### src/rtl/seg_pkg.sv
// seg_pkg -- shared definitions for the 7-segment scan controller.
//
// Segment bit order (active-high patterns): {a, b, c, d, e, f, g, dp}, so
// bit 7 = a ... bit 1 = g, bit 0 = dp. Patterns below never set dp; the
// decoder merges the per-digit decimal point into bit 0 separately.
// Outputs on the board are active-low; inversion happens in seg_decode.

package seg_pkg;

    localparam int SEG_BIT_A  = 7;
    localparam int SEG_BIT_B  = 6;
    localparam int SEG_BIT_C  = 5;
    localparam int SEG_BIT_D  = 4;
    localparam int SEG_BIT_E  = 3;
    localparam int SEG_BIT_F  = 2;
    localparam int SEG_BIT_G  = 1;
    localparam int SEG_BIT_DP = 0;

    localparam logic [7:0] SEG_0    = 8'hFC;
    localparam logic [7:0] SEG_1    = 8'h60;
    localparam logic [7:0] SEG_2    = 8'hDA;
    localparam logic [7:0] SEG_3    = 8'hF2;
    localparam logic [7:0] SEG_4    = 8'h66;
    localparam logic [7:0] SEG_5    = 8'hB6;
    localparam logic [7:0] SEG_6    = 8'hBE;
    localparam logic [7:0] SEG_7    = 8'hE0;
    localparam logic [7:0] SEG_8    = 8'hFE;
    localparam logic [7:0] SEG_9    = 8'hF6;
    localparam logic [7:0] SEG_A    = 8'hEE;
    localparam logic [7:0] SEG_B    = 8'h3E;
    localparam logic [7:0] SEG_C    = 8'h9C;
    localparam logic [7:0] SEG_D    = 8'h7A;
    localparam logic [7:0] SEG_E    = 8'h9E;
    localparam logic [7:0] SEG_F    = 8'h8E;
    localparam logic [7:0] SEG_DASH = 8'h02;
    localparam logic [7:0] SEG_OFF  = 8'h00;

    // Active-high glyph for a 4-bit code. Codes 10..15 render as hex letters
    // when hex_mode is set, otherwise as a dash (segment g only).
    function automatic logic [7:0] seg_pattern(input logic [3:0] code,
                                               input logic       hex_mode);
        logic [7:0] pat;
        case (code)
            4'd0:    pat = SEG_0;
            4'd1:    pat = SEG_1;
            4'd2:    pat = SEG_2;
            4'd3:    pat = SEG_3;
            4'd4:    pat = SEG_4;
            4'd5:    pat = SEG_5;
            4'd6:    pat = SEG_6;
            4'd7:    pat = SEG_7;
            4'd8:    pat = SEG_8;
            4'd9:    pat = SEG_9;
            4'd10:   pat = hex_mode ? SEG_A : SEG_DASH;
            4'd11:   pat = hex_mode ? SEG_B : SEG_DASH;
            4'd12:   pat = hex_mode ? SEG_C : SEG_DASH;
            4'd13:   pat = hex_mode ? SEG_D : SEG_DASH;
            4'd14:   pat = hex_mode ? SEG_E : SEG_DASH;
            default: pat = hex_mode ? SEG_F : SEG_DASH;
        endcase
        return pat;
    endfunction

endpackage

### src/rtl/seg_decode.sv
// seg_decode -- combinational BCD/hex to 7-segment decoder.
//
// Ports:
//   code      in  4  digit code 0..15
//   dp        in  1  decimal point, 1 = lit
//   hex_mode  in  1  1: codes 10..15 as A,b,C,d,E,F; 0: as '-'
//   blank     in  1  1: all segments dark (dp included)
//   seg       out 8  {a,b,c,d,e,f,g,dp}, active-low

import seg_pkg::*;

module seg_decode (
    input  logic [3:0] code,
    input  logic       dp,
    input  logic       hex_mode,
    input  logic       blank,
    output logic [7:0] seg
);

    logic [7:0] pat;

    always_comb begin
        pat             = seg_pattern(code, hex_mode);
        pat[SEG_BIT_DP] = dp;
        if (blank) begin
            pat = SEG_OFF;
        end
        seg = ~pat;
    end

endmodule

### src/rtl/seg_scan_ctrl.sv
// seg_scan_ctrl -- N-digit time-multiplexed 7-segment display controller.
//
// Holds a double-buffered digit word (shadow written by load, active used for
// display and swapped only at the frame wrap), scans one digit per refresh
// slot with an anti-ghosting dark window at the start of every slot, and
// drives registered active-low segment and anode outputs.
//
// Ports:
//   clk         in   1             system clock
//   rst_n       in   1             asynchronous active-low reset
//   load        in   1             capture digits_in/dp_in into the shadow word
//   digits_in   in   4*NUM_DIGITS  digit i = [4i+3:4i], digit 0 least significant
//   dp_in       in   NUM_DIGITS    decimal point per digit, 1 = lit
//   blank_lz    in   1             1 = suppress leading zeros
//   blink_mask  in   NUM_DIGITS    (SEG_SCAN_BLINK_EN only) digits that blink
//   seg_out     out  8             {a,b,c,d,e,f,g,dp}, active-low
//   an_out      out  NUM_DIGITS    anode enables, active-low, at most one low
//   frame_done  out  1             1-cycle pulse at end of the last digit slot
//
// Build option: define SEG_SCAN_BLINK_EN to add blink_mask and BLINK_FRAMES.

import seg_pkg::*;

module seg_scan_ctrl #(
    parameter int NUM_DIGITS  = 4,
    parameter int REFRESH_DIV = 1000,
    parameter int GHOST_CYC   = 2,
    parameter int HEX_MODE    = 0
`ifdef SEG_SCAN_BLINK_EN
    ,
    parameter int BLINK_FRAMES = 64
`endif
) (
    input  logic                    clk,
    input  logic                    rst_n,
    input  logic                    load,
    input  logic [4*NUM_DIGITS-1:0] digits_in,
    input  logic [NUM_DIGITS-1:0]   dp_in,
    input  logic                    blank_lz,
`ifdef SEG_SCAN_BLINK_EN
    input  logic [NUM_DIGITS-1:0]   blink_mask,
`endif
    output logic [7:0]              seg_out,
    output logic [NUM_DIGITS-1:0]   an_out,
    output logic                    frame_done
);

    localparam int CNT_W = (REFRESH_DIV > 1) ? $clog2(REFRESH_DIV) : 1;
    localparam int IDX_W = (NUM_DIGITS > 1) ? $clog2(NUM_DIGITS) : 1;
    localparam logic [CNT_W-1:0] SLOT_LAST = CNT_W'(REFRESH_DIV - 1);
    localparam logic [IDX_W-1:0] IDX_LAST  = IDX_W'(NUM_DIGITS - 1);

    logic [CNT_W-1:0]        slot_cnt;
    logic [IDX_W-1:0]        idx;
    logic [4*NUM_DIGITS-1:0] shadow_digits;
    logic [NUM_DIGITS-1:0]   shadow_dp;
    logic [4*NUM_DIGITS-1:0] active_digits;
    logic [NUM_DIGITS-1:0]   active_dp;
    logic                    pending;
    logic                    blank_lz_slot;

    logic                    slot_end;
    logic                    frame_wrap;
    logic                    in_ghost;
    logic [NUM_DIGITS-1:0]   lz_mask;
    logic [NUM_DIGITS-1:0]   blink_blank;
    logic                    lz_run;
    logic [3:0]              cur_code;
    logic                    cur_dp;
    logic                    cur_blank;
    logic [7:0]              dec_seg;
    logic [7:0]              seg_nxt;
    logic [NUM_DIGITS-1:0]   an_nxt;

    assign slot_end   = (slot_cnt == SLOT_LAST);
    assign frame_wrap = slot_end && (idx == IDX_LAST);

    generate
        if (GHOST_CYC == 0) begin : g_no_ghost
            assign in_ghost = 1'b0;
        end else begin : g_ghost
            assign in_ghost = (slot_cnt < CNT_W'(GHOST_CYC));
        end
    endgenerate

`ifdef SEG_SCAN_BLINK_EN
    localparam int FR_W = (BLINK_FRAMES > 1) ? $clog2(BLINK_FRAMES) : 1;

    logic [FR_W-1:0] frame_cnt;
    logic            blink_off;

    // Phase flips every BLINK_FRAMES completed frames; starts visible.
    always_ff @(posedge clk or negedge rst_n) begin
        if (!rst_n) begin
            frame_cnt <= '0;
            blink_off <= 1'b0;
        end else if (frame_wrap) begin
            if (frame_cnt == FR_W'(BLINK_FRAMES - 1)) begin
                frame_cnt <= '0;
                blink_off <= ~blink_off;
            end else begin
                frame_cnt <= frame_cnt + 1'b1;
            end
        end
    end

    assign blink_blank = blink_off ? blink_mask : '0;
`else
    assign blink_blank = '0;
`endif

    // Leading-zero mask: walk down from the top digit while digits are zero
    // with no dp; the first non-zero or dp-lit digit ends the run. Digit 0 is
    // never part of the run so a value of zero still shows one '0'.
    always_comb begin
        lz_mask = '0;
        lz_run  = blank_lz_slot;
        for (int i = NUM_DIGITS - 1; i >= 1; i--) begin
            if (lz_run && (active_digits[4*i +: 4] == 4'd0) && !active_dp[i]) begin
                lz_mask[i] = 1'b1;
            end else begin
                lz_run = 1'b0;
            end
        end
    end

    always_comb begin
        cur_code  = '0;
        cur_dp    = 1'b0;
        cur_blank = 1'b0;
        an_nxt    = '1;
        for (int i = 0; i < NUM_DIGITS; i++) begin
            if (idx == IDX_W'(i)) begin
                cur_code  = active_digits[4*i +: 4];
                cur_dp    = active_dp[i];
                cur_blank = lz_mask[i] | blink_blank[i];
                an_nxt[i] = in_ghost;
            end
        end
    end

    seg_decode u_decode (
        .code     (cur_code),
        .dp       (cur_dp),
        .hex_mode (HEX_MODE != 0),
        .blank    (cur_blank),
        .seg      (dec_seg)
    );

    assign seg_nxt = in_ghost ? 8'hFF : dec_seg;

    // Scan position: slot counter and digit index.
    always_ff @(posedge clk or negedge rst_n) begin
        if (!rst_n) begin
            slot_cnt      <= '0;
            idx           <= '0;
            blank_lz_slot <= 1'b0;
        end else begin
            if (slot_end) begin
                slot_cnt      <= '0;
                idx           <= (idx == IDX_LAST) ? '0 : idx + 1'b1;
                blank_lz_slot <= blank_lz;
            end else begin
                slot_cnt <= slot_cnt + 1'b1;
            end
        end
    end

    // Double buffer: the active word only changes at the frame wrap, so a
    // frame never shows a mix of old and new digits. A load landing on the
    // wrap itself is forwarded straight into the active word.
    always_ff @(posedge clk or negedge rst_n) begin
        if (!rst_n) begin
            shadow_digits <= '0;
            shadow_dp     <= '0;
            active_digits <= '0;
            active_dp     <= '0;
            pending       <= 1'b0;
        end else begin
            if (load) begin
                shadow_digits <= digits_in;
                shadow_dp     <= dp_in;
            end
            if (frame_wrap) begin
                pending <= 1'b0;
                if (load) begin
                    active_digits <= digits_in;
                    active_dp     <= dp_in;
                end else if (pending) begin
                    active_digits <= shadow_digits;
                    active_dp     <= shadow_dp;
                end
            end else if (load) begin
                pending <= 1'b1;
            end
        end
    end

    // Output register stage: pins lag the scan position by one cycle.
    always_ff @(posedge clk or negedge rst_n) begin
        if (!rst_n) begin
            seg_out    <= 8'hFF;
            an_out     <= '1;
            frame_done <= 1'b0;
        end else begin
            seg_out    <= seg_nxt;
            an_out     <= an_nxt;
            frame_done <= frame_wrap;
        end
    end

endmodule

### config.mk
export PLATFORM = sky130hd
export DESIGN_NAME = seg_scan_ctrl
export DESIGN_NICKNAME = d
export VERILOG_FILES = /design/src/rtl/seg_pkg.sv /design/src/rtl/seg_decode.sv /design/src/rtl/seg_scan_ctrl.sv
export SDC_FILE = /design/constraint.sdc
export NUM_CORES = 1
export LEC_CHECK = 0
export BUFFER_PORTS_ARGS = -buffer_cell sky130_fd_sc_hd__buf_2
export CAP_MARGIN = 15
export CORE_MARGIN = 2
export CORE_UTILIZATION = 45
export CTS_BUF_LIST = sky130_fd_sc_hd__clkbuf_4
export DETAILED_ROUTE_END_ITERATION = 16
export RECOVER_POWER = 50
export SLEW_MARGIN = 20
export SYNTH_ARGS = -nofsm -noshare
export SYNTH_HDL_FRONTEND = slang
export SYNTH_SLANG_ARGS = --single-unit
### constraint.sdc
create_clock -name clk -period 5.9 [get_ports clk]
set_clock_uncertainty 0.15 [all_clocks]
set_input_delay 1.18 -clock clk [delete_from_list [all_inputs] [get_ports clk]]
set_output_delay 1.18 -clock clk [all_outputs]
set_load 0.02 [all_outputs]
* After elaboration in Yosys (flattened, before gate mapping) *
Index checks and enable logic that the tools add are counted.

word-level totals
  logic and storage cells = 77
  register bits after elaboration = 67
  input port bits = 24

cells by class
  reductions and logical operators = 18
  bitwise logic cells = 1
  magnitude comparators = 1
  mux-type cells = 31
  equal/unequal tests = 13
  add/subtract/negate cells = 2

operators by type and width
  cell                                                                   count
  8-bit one-hot mux with 10 select lines                                 1
  16-bit two-way mux                                                     2
  4-bit two-way mux                                                      6
  1-bit two-way mux                                                      18
  4-bit by 3-bit equality test with 1-bit output, second input constant  4
  4-bit logical NOT                                                      4
  8-bit two-way mux                                                      2
  10-bit by 1-bit adder with 10-bit output, second input constant        1
  10-bit equality test, second input constant                            1
  10-bit by 2-bit < comparator with 1-bit output, second input constant  1
  10-bit two-way mux                                                     1
  4-bit by 2-bit equality test with 1-bit output, second input constant  2
  4-bit equality test, second input constant                             2
  8-bit inverter                                                         1
  1-bit logical AND                                                      7
  2-bit equality test, second input constant                             2
  4-bit by 1-bit equality test with 1-bit output, second input constant  1
  2-bit nonzero test                                                     2
  1-bit logical NOT                                                      3
  2-bit by 1-bit adder with 2-bit output, second input constant          1
  2-bit by 1-bit equality test with 1-bit output, second input constant  1
  2-bit logical NOT                                                      1
  2-bit two-way mux                                                      1
  2-bit AND reduction                                                    1

* Logic depth before layout (Yosys ltp) *
  depth after elaboration = 16
  gate-level depth with buffers = 9
  mapped depth without buffers = 7

* Cells and area by module *
Synthesis repeated with hierarchy kept, for this count alone.

unflattened totals
  cells, all modules = 265
  area total of the unflattened synthesis = 3,120.5 sq um

modules (own cells, without submodules)
  module         instances  cells an instance  area each (sq um)
  seg_scan_ctrl  1          220                2,836.5
  seg_decode     1          45                 284.0

* Least setup slack after synthesis *
No wires, ideal clock.

  path type = input to register
  start point = input load
  end point = register active_dp[0]
  slack = 3.499 ns
  library setup time = 0.125 ns
  arrival = 2.126 ns
  stages on the path = 3
  data required time = 5.625 ns
  path buffers = 1
  cells stage by stage = clkbuf_1 -> mux2_2 -> mux2_2

between the ends
  word-level cells in the longest chain between the ends = 2
  elaborated cells between the ends (all ways) = 3
  classes of those cells = 1 x mux; 2 x reduce/logical

RTL lines
  what                           RTL line              source
  start, declared                seg_scan_ctrl.sv:36   input logic load,
  2-bit nonzero test (no line)   n/a
  2-bit AND reduction (no line)  n/a
  end signal, assigned           seg_scan_ctrl.sv:188  active_dp <= dp_in;
  end signal, assigned           seg_scan_ctrl.sv:191  active_dp <= shadow_dp;
  end, declared                  seg_scan_ctrl.sv:58   logic [NUM_DIGITS-1:0] active_dp;

Parallel ways exist; a longest one is shown, timed or not.
A chain may end at the register's enable or synchronous reset.

* Worst setup path in the final report *
  start point = register slot_cnt[0]
  end point = register active_digits[7]

between the ends
  word-level cells in the longest chain between the ends = 3

RTL lines
  what                           RTL line              source
  start, declared                seg_scan_ctrl.sv:53   logic [CNT_W-1:0] slot_cnt;
  start signal, assigned         seg_scan_ctrl.sv:164  slot_cnt <= slot_cnt + 1'b1;
  10-bit equality test           seg_scan_ctrl.sv:75   assign slot_end = (slot_cnt == SLOT_LAST);
  1-bit logical AND              seg_scan_ctrl.sv:76   assign frame_wrap = slot_end && (idx == IDX_LAST);
  2-bit AND reduction (no line)  n/a
  end signal, assigned           seg_scan_ctrl.sv:187  active_digits <= digits_in;
  end signal, assigned           seg_scan_ctrl.sv:190  active_digits <= shadow_digits;
  end, declared                  seg_scan_ctrl.sv:57   logic [4*NUM_DIGITS-1:0] active_digits;

No other way between the ends.

==> metrics.md <==
| Metric | Value |
|---|---|
| Core Box Area | 0.00635 mm² |
| Required @ worst endpoint | 6030 ps |
| Worst VDD drop | 0.139 mV |
| Iteration-0 DRC Markers | slightly above 80 |
| Port Buffers | 36 |
| Starting Density | 46.3% |
| Syn Area/Cell | 12.7 µm² |
| CTS Root Cell | clkbuf_4 |
| CTS Sinks | 67 |
| Setup crit end kind | flip-flop |
| GRT Overall Usage | 16.4% |
| I/O pin total | 37 |
| Fmax | 339 MHz |
| Syn nets | 261 |
| Setup crit start kind | flip-flop |
| Post-CTS setup buffer count | 0 |
| Vias | 1,868 |
| Switching Share | about 23% |
| Share of layout cells above drive strength 1 | 38.8% |
| Routability cong. | 0.808 |
| Total die area | roughly 0.0072 mm² |
| Post-synth EDFFs | 0 |
| Vias per cell | 5.29 |
| Post-Synth Adder-Cell Area | 2.13% |
| Power Density | around 230 mW/mm² |
| Max-slew headroom | 46.1% |
| # diodes | 0 |
| Worst-margin pin slew | between 800 and 900 ps |
| Post-synthesis compound-gate area fraction | 8.89% |
| Simple-gate share of the synthesized area | between 10% and 20% |
| Max incr delay on CP | ~620 ps |
| Syn Inst Count | 232 |
| Yosys warnings | 0 |
| Flop pwr share | around 63% |
| Final Non-Filler Cells | approximately 350 |
| Placed inst area | 0.00317 mm² |
| Placed Instances | 337 |
| Die height | 84.8 µm |
| Yosys top cell area share | a little under half |
| Final Setup Violations | 0 |
| Synth Area in XOR/XNOR | 2.09% |
| Total CTS buffers | 9 |
| Largest family of logic cells by synthesized area | multiplexers |
| Pin count of the biggest net entering global routing | 68 |
| Leakage | 1.47 nW |
| Ys async rst share | between 90% and 100% |
| Die X-Extent | about 85 µm |
| Count of state elements after synthesis | 67 |
| RSZ-0062 raised after global routing | no |
| Synthesized area | 0.00294 mm² |
| Commonest non-fill, non-tap cell in the layout | dfrtp_1 |
| Antenna Nets Post-Route | 0 |
| Crit-path max FO | 14 |
| Ys flop type | dfrtp_1 |
| Cell Int Power | between 0.5 and 0.6 mW |
| R2r setup slk | 2950 ps |
| Setup TNS | 0 ps |
| Synth unique cells | 43 |
| First drt pass iteration count | 4 |
| Final Power | 0.754 mW |
| GR Overflow Total | 0 |
| Final core utilization | 51.5% |
| MaxCap Viol Count | 0 |
| Critical path class | flip-flop to flip-flop |
| Outcome | completed |
| Commonest non-fill, non-tap cells in the layout | dfrtp_1 (55), mux2_2 (40), buf_2 (36) |
| H-tree depth | 3 |
| Fin. max-slew vios | 0 |
| CTS tree | yes |
| Reg clk slew, reported paths | 90 ps |
| Area leader, netlist | dfrtp_1 |
| Mux cell area share after synthesis | between 15 and 20% |
| Post-layout min period | 2950 ps |
| Hold Slack | 335 ps |
| Min-Delay Path Class | flip-flop to flip-flop |
| Slowest CP cell | nor4_4 |
| Non-Filler Cell Area, Final | 0.00327 mm² |
| PostCTS Resize Cnt | 0 |
| Final Hold Fails | 0 |
| CP Cell Sequence | ha_1, nand3_1, nor4_4, nor3b_2, buf_4, mux2_2 |
| Clock power share | between 30% and 40% |
| Worst skew pair latency | 400 ps |
| Final net count | 300 |
| Hold buffer count at cts | 0 |
| Critical Path AT | just over 3000 ps |
| Final WS setup | 2950 ps |
| Top post-synthesis cells by area | dfrtp_1 (47%), mux2_2 (15%), dfstp_2 (11%), ha_1 (2.1%), nand3_1 (1.9%) |
| Sw Pwr | 0.172 mW |
| Layout area overhead | 11.3% |
| Sequential element share of the synthesized area | 57.5% |
| Clock tree buffer depth | 2 |
| Comb power frac | under 10% |
| Setup slack at placement | 2680 ps |
| Vias in the first global route | 1,944 |
| Initial antenna violation count | 0 |
| Final period util | ~50% |
| Routed wire length | roughly 5200 µm |
| Avg WL per Cell | ~15 µm |
| DRC violations left | 0 |
| Wire length of the first global-routing pass | 9210 µm |
| Dpl hpwl | 3610 µm |
| Std cell rows | 29 |
[layout make-up]
class | instances | area [µm²]
clock inverters | 5 | 21.3
flip-flops and latches | 67 | 1690
clock buffers | 11 | 82.6
repair buffers | 38 | 195
inverters | 4 | 15.0
multi-input cells | 151 | 1170
well taps | 77 | 96.3
fillers | 578 | 3080
[registers in the layout, indices dropped and copies added (netlist names)]
signal         cells
pending            1
slot_cnt          10
an_out             4
frame_done         1
shadow_dp          4
seg_out            8
idx                2
active_digits     16
active_dp          4
blank_lz_slot      1
shadow_digits     16
[cells by family (layout without fill, tap and decap cells)]
logic type,Yosys count,count (layout)
flops,67,67
simple gates,60,60
mux,41,41
compound gates,38,38
buf+inv,14,58
xor+xnor,7,7
fa+ha+maj,5,5
[layer usage]
layer / share of wire [%] / GRT usage (%)
met5: 0 / 0
met4: 1.4 / 7.50
met3: 4.3 / 4.67
met2: 45 / 25.0
met1: 49 / 21.8
[critical path, delay by kind of cell (launching register included)]
kind                       cells  cell delay (ps)
adders and majority gates      1              220
and+or+nand+nor                3             1410
DFF                            1              400
buffers and inverters          1              320
muxes                          1              350
[power groups by stage]
stage | Sequential (mW) | Clock [mW] | Combinational [mW]
final | 0.476 | 0.240 | 0.0380
after global routing | 0.477 | 0.273 | 0.0438
after CTS | 0.476 | 0.253 | 0.0400
after detailed placement | 0.485 | 0 | 0.0397
after global placement | 0.484 | 0 | 0.0391
after floorplan | 0.484 | 0 | 0.0186
[final timing paths]
| path | from | endpoint | cells past startpoint |
|---|---|---|---|
| min in group asynchronous | rst_n | shadow_digits[9] | 2 |
| hold / removal | slot_cnt[0] | slot_cnt[0] | 1 |
| max in group asynchronous | rst_n | pending | 2 |
| hold reg to reg | slot_cnt[0] | slot_cnt[0] | 1 |
| setup reg to reg | slot_cnt[0] | active_digits[7] | 6 |
| setup / recovery | slot_cnt[0] | active_digits[7] | 6 |
[cell usage after synthesis (all sizes together), types with 4 or more instances]
master,count
a21oi,8
buf,6
nor2b,4
nand3,11
dfrtp,55
dfstp,12
ha,5
nor4,5
o21ai,10
clkbuf,4
and2,4
xor2,4
inv,4
mux2,41
nor2,14
nand2,12
Note: power is estimated with default switching activity, not from simulation.
